## src/rtl/key_expr_parser.sv

```systemverilog
// Keystroke expression parser: assembles "A op B<Enter>" from UART bytes
// and hands operands plus operator to the calculator core. Malformed input
// raises a one-cycle parse_error with a sticky err_code; Esc aborts silently.
module key_expr_parser #(
    parameter int DIGITS = 4,
    parameter int OPW    = 14
) (
    input  logic            clk,
    input  logic            reset,
    input  logic [7:0]      rx_data,
    input  logic            rx_valid,
    output logic [OPW-1:0]  operand_a,
    output logic [OPW-1:0]  operand_b,
    output logic [1:0]      op_code,
    output logic            expr_valid,
    output logic            parse_error,
    output logic [1:0]      err_code
);

    localparam int CNTW = $clog2(DIGITS + 1);
    localparam logic [CNTW-1:0] CNT_MAX  = CNTW'(DIGITS);
    localparam logic [CNTW-1:0] CNT_ZERO = {CNTW{1'b0}};
    localparam logic [CNTW-1:0] CNT_ONE  = CNTW'(1);
    localparam logic [OPW-1:0]  ACC_ZERO = {OPW{1'b0}};

    localparam logic [1:0] ERR_ILLEGAL = 2'b01;
    localparam logic [1:0] ERR_DIGITS  = 2'b10;
    localparam logic [1:0] ERR_SEQ     = 2'b11;

    typedef enum logic [0:0] {
        ST_A = 1'b0,
        ST_B = 1'b1
    } state_t;

    typedef enum logic [2:0] {
        CL_DIGIT = 3'd0,
        CL_OP    = 3'd1,
        CL_ENTER = 3'd2,
        CL_SPACE = 3'd3,
        CL_ESC   = 3'd4,
        CL_OTHER = 3'd5
    } byte_class_t;

    state_t          state_q,       state_d;
    logic [OPW-1:0]  acc_q,         acc_d;
    logic [CNTW-1:0] cnt_q,         cnt_d;
    logic [OPW-1:0]  a_q,           a_d;
    logic [1:0]      op_q,          op_d;
    logic [OPW-1:0]  operand_a_q,   operand_a_d;
    logic [OPW-1:0]  operand_b_q,   operand_b_d;
    logic [1:0]      op_code_q,     op_code_d;
    logic            expr_valid_q,  expr_valid_d;
    logic            parse_error_q, parse_error_d;
    logic [1:0]      err_code_q,    err_code_d;

    byte_class_t     cls_s;
    logic [1:0]      op_sel_s;
    logic [OPW-1:0]  acc_x10_s;
    logic [OPW-1:0]  acc_ins_s;
    logic            err_hit_s;
    logic [1:0]      err_val_s;

    // Classify the incoming byte and decode the operator code.
    always_comb begin
        cls_s    = CL_OTHER;
        op_sel_s = 2'b00;
        if ((rx_data >= 8'h30) && (rx_data <= 8'h39)) begin
            cls_s = CL_DIGIT;
        end else begin
            case (rx_data)
                8'h2B: begin cls_s = CL_OP; op_sel_s = 2'b00; end
                8'h2D: begin cls_s = CL_OP; op_sel_s = 2'b01; end
                8'h2A: begin cls_s = CL_OP; op_sel_s = 2'b10; end
                8'h2F: begin cls_s = CL_OP; op_sel_s = 2'b11; end
                8'h0D: cls_s = CL_ENTER;
                8'h20: cls_s = CL_SPACE;
                8'h1B: cls_s = CL_ESC;
                default: cls_s = CL_OTHER;
            endcase
        end
    end

    // Decimal accumulate: acc*10 as two shifts, truncated to the operand width.
    always_comb begin
        acc_x10_s = (acc_q << 3) + (acc_q << 1);
        acc_ins_s = acc_x10_s + {{(OPW-4){1'b0}}, rx_data[3:0]};
    end

    // Next-state and registered-output logic for the parser.
    always_comb begin
        state_d       = state_q;
        acc_d         = acc_q;
        cnt_d         = cnt_q;
        a_d           = a_q;
        op_d          = op_q;
        operand_a_d   = operand_a_q;
        operand_b_d   = operand_b_q;
        op_code_d     = op_code_q;
        expr_valid_d  = 1'b0;
        parse_error_d = 1'b0;
        err_code_d    = err_code_q;
        err_hit_s     = 1'b0;
        err_val_s     = ERR_ILLEGAL;

        if (rx_valid) begin
            case (cls_s)
                CL_DIGIT: begin
                    if (cnt_q < CNT_MAX) begin
                        acc_d = acc_ins_s;
                        cnt_d = cnt_q + CNT_ONE;
                    end else begin
                        err_hit_s = 1'b1;
                        err_val_s = ERR_DIGITS;
                    end
                end
                CL_OP: begin
                    if ((state_q == ST_A) && (cnt_q != CNT_ZERO)) begin
                        a_d     = acc_q;
                        op_d    = op_sel_s;
                        acc_d   = ACC_ZERO;
                        cnt_d   = CNT_ZERO;
                        state_d = ST_B;
                    end else begin
                        err_hit_s = 1'b1;
                        err_val_s = ERR_SEQ;
                    end
                end
                CL_ENTER: begin
                    if ((state_q == ST_B) && (cnt_q != CNT_ZERO)) begin
                        operand_a_d  = a_q;
                        operand_b_d  = acc_q;
                        op_code_d    = op_q;
                        expr_valid_d = 1'b1;
                        acc_d        = ACC_ZERO;
                        cnt_d        = CNT_ZERO;
                        state_d      = ST_A;
                    end else begin
                        err_hit_s = 1'b1;
                        err_val_s = ERR_SEQ;
                    end
                end
                CL_SPACE: begin
                    state_d = state_q;
                end
                CL_ESC: begin
                    acc_d   = ACC_ZERO;
                    cnt_d   = CNT_ZERO;
                    state_d = ST_A;
                end
                default: begin
                    err_hit_s = 1'b1;
                    err_val_s = ERR_ILLEGAL;
                end
            endcase
        end else begin
            state_d = state_q;
        end

        // Any error discards the partial expression but keeps the last result.
        if (err_hit_s) begin
            parse_error_d = 1'b1;
            err_code_d    = err_val_s;
            acc_d         = ACC_ZERO;
            cnt_d         = CNT_ZERO;
            state_d       = ST_A;
        end else begin
            parse_error_d = 1'b0;
        end
    end

    // State and output registers with synchronous active-high reset.
    always_ff @(posedge clk) begin
        if (reset) begin
            state_q       <= ST_A;
            acc_q         <= ACC_ZERO;
            cnt_q         <= CNT_ZERO;
            a_q           <= ACC_ZERO;
            op_q          <= 2'b00;
            operand_a_q   <= ACC_ZERO;
            operand_b_q   <= ACC_ZERO;
            op_code_q     <= 2'b00;
            expr_valid_q  <= 1'b0;
            parse_error_q <= 1'b0;
            err_code_q    <= 2'b00;
        end else begin
            state_q       <= state_d;
            acc_q         <= acc_d;
            cnt_q         <= cnt_d;
            a_q           <= a_d;
            op_q          <= op_d;
            operand_a_q   <= operand_a_d;
            operand_b_q   <= operand_b_d;
            op_code_q     <= op_code_d;
            expr_valid_q  <= expr_valid_d;
            parse_error_q <= parse_error_d;
            err_code_q    <= err_code_d;
        end
    end

    assign operand_a   = operand_a_q;
    assign operand_b   = operand_b_q;
    assign op_code     = op_code_q;
    assign expr_valid  = expr_valid_q;
    assign parse_error = parse_error_q;
    assign err_code    = err_code_q;

endmodule

```

## config.mk

```make
export PLATFORM = sky130hd
export DESIGN_NAME = key_expr_parser
export DESIGN_NICKNAME = d
export VERILOG_FILES = /design/src/rtl/key_expr_parser.sv
export SDC_FILE = /design/constraint.sdc
export NUM_CORES = 1
export LEC_CHECK = 0
export CORE_MARGIN = 2
export CORE_UTILIZATION = 30
export CTS_CLUSTER_DIAMETER = 200
export DETAILED_ROUTE_END_ITERATION = 8
export PLACE_DENSITY = 0.54
export SLEW_MARGIN = 20
export SYNTH_ARGS = -nofsm -noshare
export SYNTH_HDL_FRONTEND = slang
export SYNTH_SLANG_ARGS = --single-unit
```

## constraint.sdc

```tcl
create_clock -name clk -period 3.1 [get_ports clk]
set_input_delay 0.93 -clock clk [delete_from_list [all_inputs] [get_ports clk]]
set_output_delay 0.93 -clock clk [all_outputs]
set_load 0.01 [all_outputs]
```

==> results of run 1 <==
[cell families (layout without fill, tap and decap cells)]
group                      after synthesis  in the layout  synth area share [%]
buffers and inverters                   27             99                  3.86
xor gates and xnor gates                 7              7                  1.86
AOI/OAI and AO/OA                       94             94                  18.2
muxes                                   15             15                  4.69
adders and majority gates               26             26                  10.3
and+or+nand+nor                        144            144                  19.9
DFF                                     68             68                  41.2
[area by class of cell]
| type | instances | area, sq um | area share (%) |
|---|---|---|---|
| tap | 140 | 175 | 4.10 |
| multi-input combinational | 286 | 1820 | 42.7 |
| timing repair buffer | 76 | 717 | 16.8 |
| clock buffer | 12 | 145 | 3.40 |
| sequential | 68 | 1360 | 31.9 |
| clock inverter | 4 | 25.0 | 0.585 |
| inverter | 7 | 26.3 | 0.615 |
[worst paths after layout]
path / slack (ps) / to / cells after the start
max: 120 / cnt_q[0] / 9
min: 450 / operand_b[12] / 2
max reg2reg: 610 / acc_q[13] / 8
min reg2reg: 450 / operand_b[12] / 2
[report_power, final]
group / switching, mW / internal, mW
clock: 0.340 / 0.310
sequential: 0.00125 / 0.875
combinational: 0.0480 / 0.0441
[per-stage QoR]
stage | total power, mW | utilization, %
detailed placement | 0.989 | 38.0
global placement | 0.988 | 38.0
global route | 1.69 | 39.6
finish | 1.62 | 39.6
CTS | 1.64 | 39.6
floorplan | 0.938 | -
[critical path, stage by stage]
cell,delay (ps)
clkdlybuf4s50_1,510
buf_4,150
mux2_4,310
o2111a_1,160
a221o_2,350
o21ai_0,320
nand2b_1,160
buf_12,180
a211oi_1,170
[per-layer routing]
metal  routed length [um]  up-vias  track usage, %
li1                     -     1480               -
met1                 4000     1336            19.9
met2                 3510       49            22.3
met3                  335       14            3.65
met4                  117        0            5.49
met5                    0        -               0
[placed cells by master, fill, tap and decap left out, types with 5 or more instances in the layout]
master,instances
nor2_1,36
o21ai_0,10
xnor2_1,5
a22oi_1,8
mux2i_1,14
dfxtp_1,68
clkdlybuf4s50_1,43
ha_1,24
a21oi_1,43
clkbuf_8,10
inv_1,7
nand2b_1,6
nand4_1,6
nand2_1,70
buf_4,29
o21a_1,5
[state kept, by name, summed over array words and instances (netlist names)]
name / count
state_q: 1
op_code: 2
operand_a: 14
err_code: 2
parse_error: 1
expr_valid: 1
operand_b: 14
acc_q: 14
op_q: 2
cnt_q: 3
a_q: 14
==> flow_summary.json, run 1 <==
{
  "status": "finished, final reports clean",
  "finalCritPeriodShare_pct": 96.0,
  "synth_common_cells": "70 x nand2_1, 68 x dfxtp_1, 44 x a21oi_1",
  "endpoint_kind": "flip-flop",
  "pre_cts_slack_ps": -448,
  "num_vias": 2879,
  "overflow": 0,
  "cts_setup_buffers": 0,
  "grt_pass1_wl_um": 13400,
  "whs_ps": 453,
  "worstReg2RegStart": "acc_q[0]",
  "grt_max_degree": 32,
  "worstSetupStartpointType": "input pin",
  "netlist.area_leader.share_pct": 41.2,
  "routed_wl_um": 7960,
  "initial_core_util_pct": 30.6,
  "drv_cap": 0,
  "wire_per_inst_um": 13.4,
  "rows": 38,
  "die_y_um": 109,
  "path_max_fanout": 18,
  "powerDensity_nw_per_um2": 379,
  "cts_hold_buf": 0,
  "slew_headroom_pct": 75.9,
  "drt_pass1_iterations": 4,
  "die_area_sq_um": 11900,
  "hold_class": "flip-flop to flip-flop",
  "drc_errors": 0,
  "worst_pin_slew_ps": 358,
  "async_flop_share_pct": 0,
  "initialDrtViolationCount": 111,
  "synth_most_common_cell": "nand2_1",
  "numCtsBuffers": 9,
  "fin_area_sq_um": 4270,
  "clockBufferDepth": 2,
  "fin_nets": 485,
  "synthCells": 381,
  "clk_pin_slew_worst_paths_ps": 70,
  "antenna_found_initial": 0,
  "ir_worst_vdd_uv": 164,
  "synth_ff_type": "dfxtp_1",
  "fin_skew_ps": 6.63,
  "yosys.area.top_type": "dfxtp_1",
  "rsz0062_at_grt": "false",
  "cts_tree": "done",
  "syn_to_final_growth_pct": 29.3,
  "syn_nets": 418,
  "maxSlewViolCount": 0,
  "antenna_left": 0,
  "port_buffers": 44,
  "fin_crit_ps": 2980,
  "core_area_sq_um": 10800,
  "io_pins": 45,
  "cts_max_level": 3,
  "cts.sinks": 68,
  "synth_edf_count": 0,
  "placed_area_sq_um": 4100,
  "clock.fmax_mhz": 336,
  "synth_seq_area_share_pct": 41.2,
  "setup_ws_ps": 125,
  "ys_seq_elements": 68,
  "hold_viol": 0,
  "yosys_warnings": 0,
  "setup-tns-final_ps": 0,
  "synth_area_leaders": "dfxtp_1 41%, ha_1 9.1%, nand2_1 8.0%, a21oi_1 6.7%, mux2i_1 4.2%",
  "final_cells": 593,
  "num-fill-cells": 1114,
  "place_congestion": 0.834,
  "synth_area_sq_um": 3300,
  "crit_type": "input pin to flip-flop",
  "leakage_nw": 1.58,
  "cts_resized": 3,
  "clk_latency_ps": 350,
  "avgViaCountPerCell": 4.85,
  "grt_pass1_vias": 2683,
  "grt_use_total_pct": 14.6,
  "drive_gt1_share_pct": 12.6,
  "detailed_place_hpwl_um": 5760,
  "crit_required_ps": 3360,
  "setup.worst_path.start": "rx_data[2]",
  "setup_viol": 0,
  "worstPathArrival_ps": 3240,
  "post-place-cells": 577,
  "chipWidth_um": 109,
  "hold_start": "operand_b[12]",
  "root_buffer": "clkbuf_8",
  "n_antenna_cell": 0,
  "yosysUniqueCellTypes": 52,
  "postSynthAreaPerCell_sq_um": 8.67
}
No activity file was read; power rests on OpenSTA's default activity.
==> run 2, diff against run 1 <==
- CAP_MARGIN: unset -> 20
==> results of run 2 <==
Same layout as run 1: the final DEF is identical, and so are final timing and power.
